<file path="src/rtl/pipeline_credit_buffer.sv">
// pipeline_credit_buffer
// Credit-managed landing buffer at the end of a fixed-latency upstream
// pipeline. A word may only be launched (issue_grant) while a buffer slot is
// guaranteed for it, counting both stored words and words still travelling
// through the upstream delay line. The buffer is a first-word-fall-through
// FIFO with a flush/drain FSM and a sticky overflow flag.
//
// Optional feature: define PIPELINE_CREDIT_BYPASS_EN to forward an arriving
// word straight to data_out in the same cycle when the buffer is empty.
//
// Handshake: a word moves across data_out when data_out_valid and
// data_out_ready are both high at a rising clk edge; data_out_valid never
// depends on data_out_ready. A launch happens when issue_grant is high.

module pipeline_credit_buffer #(
    parameter int NUM_BITS = 16,
    parameter int DEPTH    = 4,
    parameter int LATENCY  = 1
) (
    input  logic                clk,
    input  logic                rst_n,
    input  logic                issue_req,
    output logic                issue_grant,
    input  logic                data_in_valid,
    input  logic [NUM_BITS-1:0] data_in,
    output logic                data_out_valid,
    output logic [NUM_BITS-1:0] data_out,
    input  logic                data_out_ready,
    input  logic                flush,
    output logic [6:0]          credit_count,
    output logic                overflow_err,
    output logic                dbg_drain
);

    localparam int               PTR_W    = (DEPTH > 1) ? $clog2(DEPTH) : 1;
    localparam logic [PTR_W-1:0] LAST_PTR = PTR_W'(DEPTH - 1);
    localparam logic [6:0]       DEPTH_C  = 7'(DEPTH);

    // Reject parameter values the counters and pointers are not sized for.
    if (DEPTH < 2 || DEPTH > 64 || LATENCY < 0 || LATENCY > 16) begin : g_bad_params
        $error("pipeline_credit_buffer: DEPTH must be 2..64 and LATENCY 0..16");
    end

    typedef enum logic {
        RUN   = 1'b0,
        DRAIN = 1'b1
    } state_t;

    state_t               state_q, state_d;
    logic [6:0]           occ_q, occ_d;
    logic [6:0]           inflight_q, inflight_d;
    logic [PTR_W-1:0]     wr_ptr_q, wr_ptr_d;
    logic [PTR_W-1:0]     rd_ptr_q, rd_ptr_d;
    logic                 ovf_q, ovf_d;
    logic [NUM_BITS-1:0]  mem_q [DEPTH];

    logic running;
    logic buf_empty;
    logic buf_full;
    logic bypass_hit;
    logic push;
    logic pop;
    logic wr_en;

    // Pointers wrap explicitly so DEPTH need not be a power of two.
    function automatic logic [PTR_W-1:0] ptr_inc(input logic [PTR_W-1:0] p);
        return (p == LAST_PTR) ? '0 : p + 1'b1;
    endfunction

    // Output and handshake decode from the registered counters.
    always_comb begin
        running   = (state_q == RUN);
        buf_empty = (occ_q == '0);
        buf_full  = (occ_q == DEPTH_C);
`ifdef PIPELINE_CREDIT_BYPASS_EN
        bypass_hit = buf_empty & data_in_valid & running;
`else
        bypass_hit = 1'b0;
`endif
        credit_count   = DEPTH_C - occ_q - inflight_q;
        issue_grant    = issue_req & (credit_count != '0) & running;
        data_out_valid = ~buf_empty | bypass_hit;
        data_out       = bypass_hit ? data_in : mem_q[rd_ptr_q];
        pop            = ~buf_empty & data_out_ready;
        // A bypassed word that the consumer takes immediately is never stored.
        push           = data_in_valid & running & ~(bypass_hit & data_out_ready);
        wr_en          = push & (~buf_full | pop);
        overflow_err   = ovf_q;
        dbg_drain      = (state_q == DRAIN);
    end

    // Next-state for counters, pointers, overflow flag and the RUN/DRAIN FSM.
    always_comb begin
        state_d    = state_q;
        occ_d      = occ_q;
        inflight_d = inflight_q;
        wr_ptr_d   = wr_ptr_q;
        rd_ptr_d   = rd_ptr_q;
        ovf_d      = ovf_q;

        case ({wr_en, pop})
            2'b10:   occ_d = occ_q + 7'd1;
            2'b01:   occ_d = occ_q - 7'd1;
            default: occ_d = occ_q;
        endcase
        if (wr_en) begin
            wr_ptr_d = ptr_inc(wr_ptr_q);
        end
        if (pop) begin
            rd_ptr_d = ptr_inc(rd_ptr_q);
        end
        if (push & buf_full & ~pop) begin
            ovf_d = 1'b1;
        end

        // Arrivals with nothing in flight (e.g. launched before a reset) do
        // not underflow the counter.
        if (issue_grant & ~data_in_valid) begin
            inflight_d = inflight_q + 7'd1;
        end else if (~issue_grant & data_in_valid & (inflight_q != '0)) begin
            inflight_d = inflight_q - 7'd1;
        end

        case (state_q)
            RUN: begin
                if (flush && (inflight_q != '0)) begin
                    state_d = DRAIN;
                end
            end
            DRAIN: begin
                if (!flush && (inflight_q == '0)) begin
                    state_d = RUN;
                end
            end
            default: state_d = RUN;
        endcase

        // Flush discards everything stored, overriding this cycle's push/pop.
        if (flush) begin
            occ_d    = '0;
            wr_ptr_d = '0;
            rd_ptr_d = '0;
        end
    end

    // State registers; reset wins over flush and every handshake.
    always_ff @(posedge clk) begin
        if (!rst_n) begin
            state_q    <= RUN;
            occ_q      <= '0;
            inflight_q <= '0;
            wr_ptr_q   <= '0;
            rd_ptr_q   <= '0;
            ovf_q      <= 1'b0;
        end else begin
            state_q    <= state_d;
            occ_q      <= occ_d;
            inflight_q <= inflight_d;
            wr_ptr_q   <= wr_ptr_d;
            rd_ptr_q   <= rd_ptr_d;
            ovf_q      <= ovf_d;
        end
    end

    // Storage array; contents survive reset, only the pointers are cleared.
    always_ff @(posedge clk) begin
        if (rst_n && wr_en) begin
            mem_q[wr_ptr_q] <= data_in;
        end
    end

endmodule

</file>
<file path="config.mk">
export PLATFORM = sky130hd
export DESIGN_NAME = pipeline_credit_buffer
export DESIGN_NICKNAME = d
export VERILOG_FILES = /design/src/rtl/pipeline_credit_buffer.sv
export SDC_FILE = /design/constraint.sdc
export NUM_CORES = 1
export LEC_CHECK = 0
export ABC_AREA = 0
export BUFFER_PORTS_ARGS = -buffer_cell sky130_fd_sc_hd__buf_2
export CAP_MARGIN = 20
export CORE_UTILIZATION = 44
export CTS_CLUSTER_SIZE = 16
export DETAILED_ROUTE_END_ITERATION = 8
export SLEW_MARGIN = 0
export SYNTH_ARGS = -nofsm -noshare
export SYNTH_HDL_FRONTEND = slang
export SYNTH_SLANG_ARGS = --single-unit
</file>
<file path="constraint.sdc">
create_clock -name clk -period 4.82 [get_ports clk]
set_clock_uncertainty 0.1 [all_clocks]
set_input_delay 1.446 -clock clk [delete_from_list [all_inputs] [get_ports clk]]
set_output_delay 1.446 -clock clk [all_outputs]
set_load 0.1 [all_outputs]
</file>
==> out/results.txt <==
Clock Tree Root = clkbuf_8
Mapped Nets = 341
top cell type's share of synthesized area = 47.47%
register area share after synthesis = 58.34%
CP max stage delay = 530 ps
Critical Path, Cell by Cell = ha_1 -> inv_1 -> ha_1 -> inv_1 -> fa_1 -> inv_1 -> or4_1 -> o41a_4 -> clkbuf_4
Final Hold Viols = 0
leakage power = 1.811 nW
reg2reg end = inflight_q[6]
failing checks = design-rule violations
share of layout cells above drive strength 1 = 27.09%
DP Worst Slack = 382.2 ps
Synth Instances = 290
post-synthesis register bit count = 86
Chip Width = 97.93 µm
minimum clock period = 4640 ps
largest net degree at the start of global routing = 22
Crit Path Max Fanout = 5
Post-synth EDFFs = 64
DR iter-0 viols = 114
Tot GR Track Use = 15.65%
Overflow after GRT = 0
Setup Crit Path Kind = reg -> out
post-DR vias/cell = 5.207
worst slew pin tran = 843.0 ps
CTS HTree Levels = 3
Critical Path RT = 3270 ps
row count = 34
Slew Limit Fails = 0
Max VDD drop = 1.868 mV
Reg clk slew, reported paths = 90 ps
Max Freq = 215.5 MHz
pwr/cell area = 588.6 nW/µm²
r2r setup slk = 430 ps
endpoints failing setup = 0
Util after Layout = 52.66%
per-cell routed wire length = 15.24 µm
final hold slack = 401.8 ps
dominant cells by area after synthesis = edfxtp_1 (47%), dfxtp_1 (11%), mux4_2 (8.9%)
critical path depth = 9
clock buffer depth = 2
worst r2r src = occ_q[1]
routed vias = 2369
dominant synthesized flop cell = edfxtp_1
FF-to-FF path depth = 16
CP max-delay cell = or4_1
placed insts = 439
fin nets = 393
most common cell in the synthesized netlist = edfxtp_1
RSZ-0062 raised after global routing = false
Die Area = 9589 µm²
kind of start point of the critical path = register
port bufs = 48
vias in the first global route = 2361
WP buf/inv = 4
TNS Setup = 0 ps
Max-slew headroom = 43.80%
Synth warnings = 0
Num CTS Buffers = 9
Sink Count = 86
TritonCTS clock tree = built
Routed Wire Length = 6.933 mm
Ports = 49
Yosys cell types = 41
Area Growth Syn to Fin = 14.52%
Final Non-Filler Cells = 455
Hold Crit Class = reg -> reg
die height = 97.93 µm
first-pass GRT wire length = 11.55 mm
crit path launch = occ_q[1]
GPL Wtd Cong = 0.8423
Top cell by count, worst path = inv_1
Async SR Flop Fraction = 0%
antenna viol nets, final = 0
post-DP HPWL = 4.841 mm
crit path capture = issue_grant
Starting Density = 45.98%
Mean Syn Cell Area = 13.96 µm²
CP delay by family, top = adder cells
Initial DRT Pass Iterations = 6
n_diodes = 0
Post-CTS Setup Inserts = 0
CP arrival = 3090 ps
Clock Latency Late Sink = 340 ps
most instantiated cells after synthesis = edfxtp_1 (64), ha_1 (26), nand2_1 (23)
Final period util = 96.26%
setup ws final = 180.0 ps
leading area contributor after synthesis = edfxtp_1
post-synthesis instance area = 4049 µm²
crit end category = primary output
drt drc = 5
Core ar. = 8806 µm²
initial antenna violation count = 0
max capacitance violation total = 0
status = finished with violations
-- timing repair --
| action | CTS | global route |
|---|---|---|
| gates resized for setup | 0 | 2 |
| hold buffers | 0 | 0 |
| setup endpoints to repair | 0 | 1 |
-- metal layers --
layer	up-vias	track usage (%)	routed length, µm	part of all wire [%]
met1	1140	19.58	3183	46
li1	1166	-	-	-
met3	12	2.505	250	3.6
met4	0	6.643	127	1.8
met5	-	0	0	0
met2	51	26.98	3371	49
-- cell usage in the layout (no fill, tap or decap), drive strengths merged, types with 3 or more instances in the layout --
cell type,n
edfxtp,64
buf,48
ha,26
inv,24
nand2,23
dfxtp,22
nor2,20
mux4,16
a21oi,12
mux2i,11
clkbuf,10
xnor2,8
o21ai,8
a21o,7
and3,5
nor3,5
xor2,5
nor2b,4
nand2b,3
fa,3
a21boi,3
clkinv,3
-- worst min path at each step --
stage                             start            end  slack, ps  cells past startpoint
after floorplan           inflight_q[5]  inflight_q[5]        360                      2
after global placement     overflow_err   overflow_err        390                      2
after detailed placement   overflow_err   overflow_err        390                      2
after CTS                  overflow_err   overflow_err        410                      2
after global routing      inflight_q[1]  inflight_q[1]        440                      2
final                      overflow_err   overflow_err        400                      2
-- area by class of cell --
cell class,count,area [µm²]
clock inverter,7,57.56
multi-input combinational,174,1624
fill,758,4169
timing repair buffer,49,250.2
tap,108,135.1
inverter,22,82.58
clock buffer,9,123.9
sequential,86,2364
-- state kept, by name, summed over array words and instances, names as in the netlist, named ones only --
register and cells:
overflow_err 1, rd_ptr_q 2, inflight_q 7, occ_q 7, dbg_drain 1, mem_q 64
wr_ptr_q 2
-- tightest hold or removal path: stages, from the launching register on --
cell	delay, ps
dfxtp_1	330
a21oi_1	50
nor2b_1	90
-- power breakdown --
part           switching [mW]  internal, mW  leakage, nW  total, mW
combinational            1.01         0.375        0.963       1.38
sequential             0.0449         0.842        0.759      0.887
clock                   0.267         0.193       0.0877      0.460
-- kinds of logic after synthesis --
| logic type | share of synthesized area [%] |
|---|---|
| DFF | 58.34 |
| and+or+nand+nor | 7.818 |
| AOI/OAI and AO/OA | 6.088 |
| buffers and inverters | 3.121 |
| adders and majority gates | 9.518 |
| muxes | 12.30 |
| xor gates and xnor gates | 2.812 |
-- metrics by stage --
| step | instance area (µm²) | power [mW] |
|---|---|---|
| 5_1_grt | 4637 | 2.875 |
| 2_1_floorplan | 4113 | 2.104 |
| 3_3_place_gp | 4452 | 2.289 |
| 6_report | 4637 | 2.729 |
| 4_1_cts | 4633 | 2.761 |
| 3_5_place_dp | 4452 | 2.295 |
(Power assumes the default switching activity.)
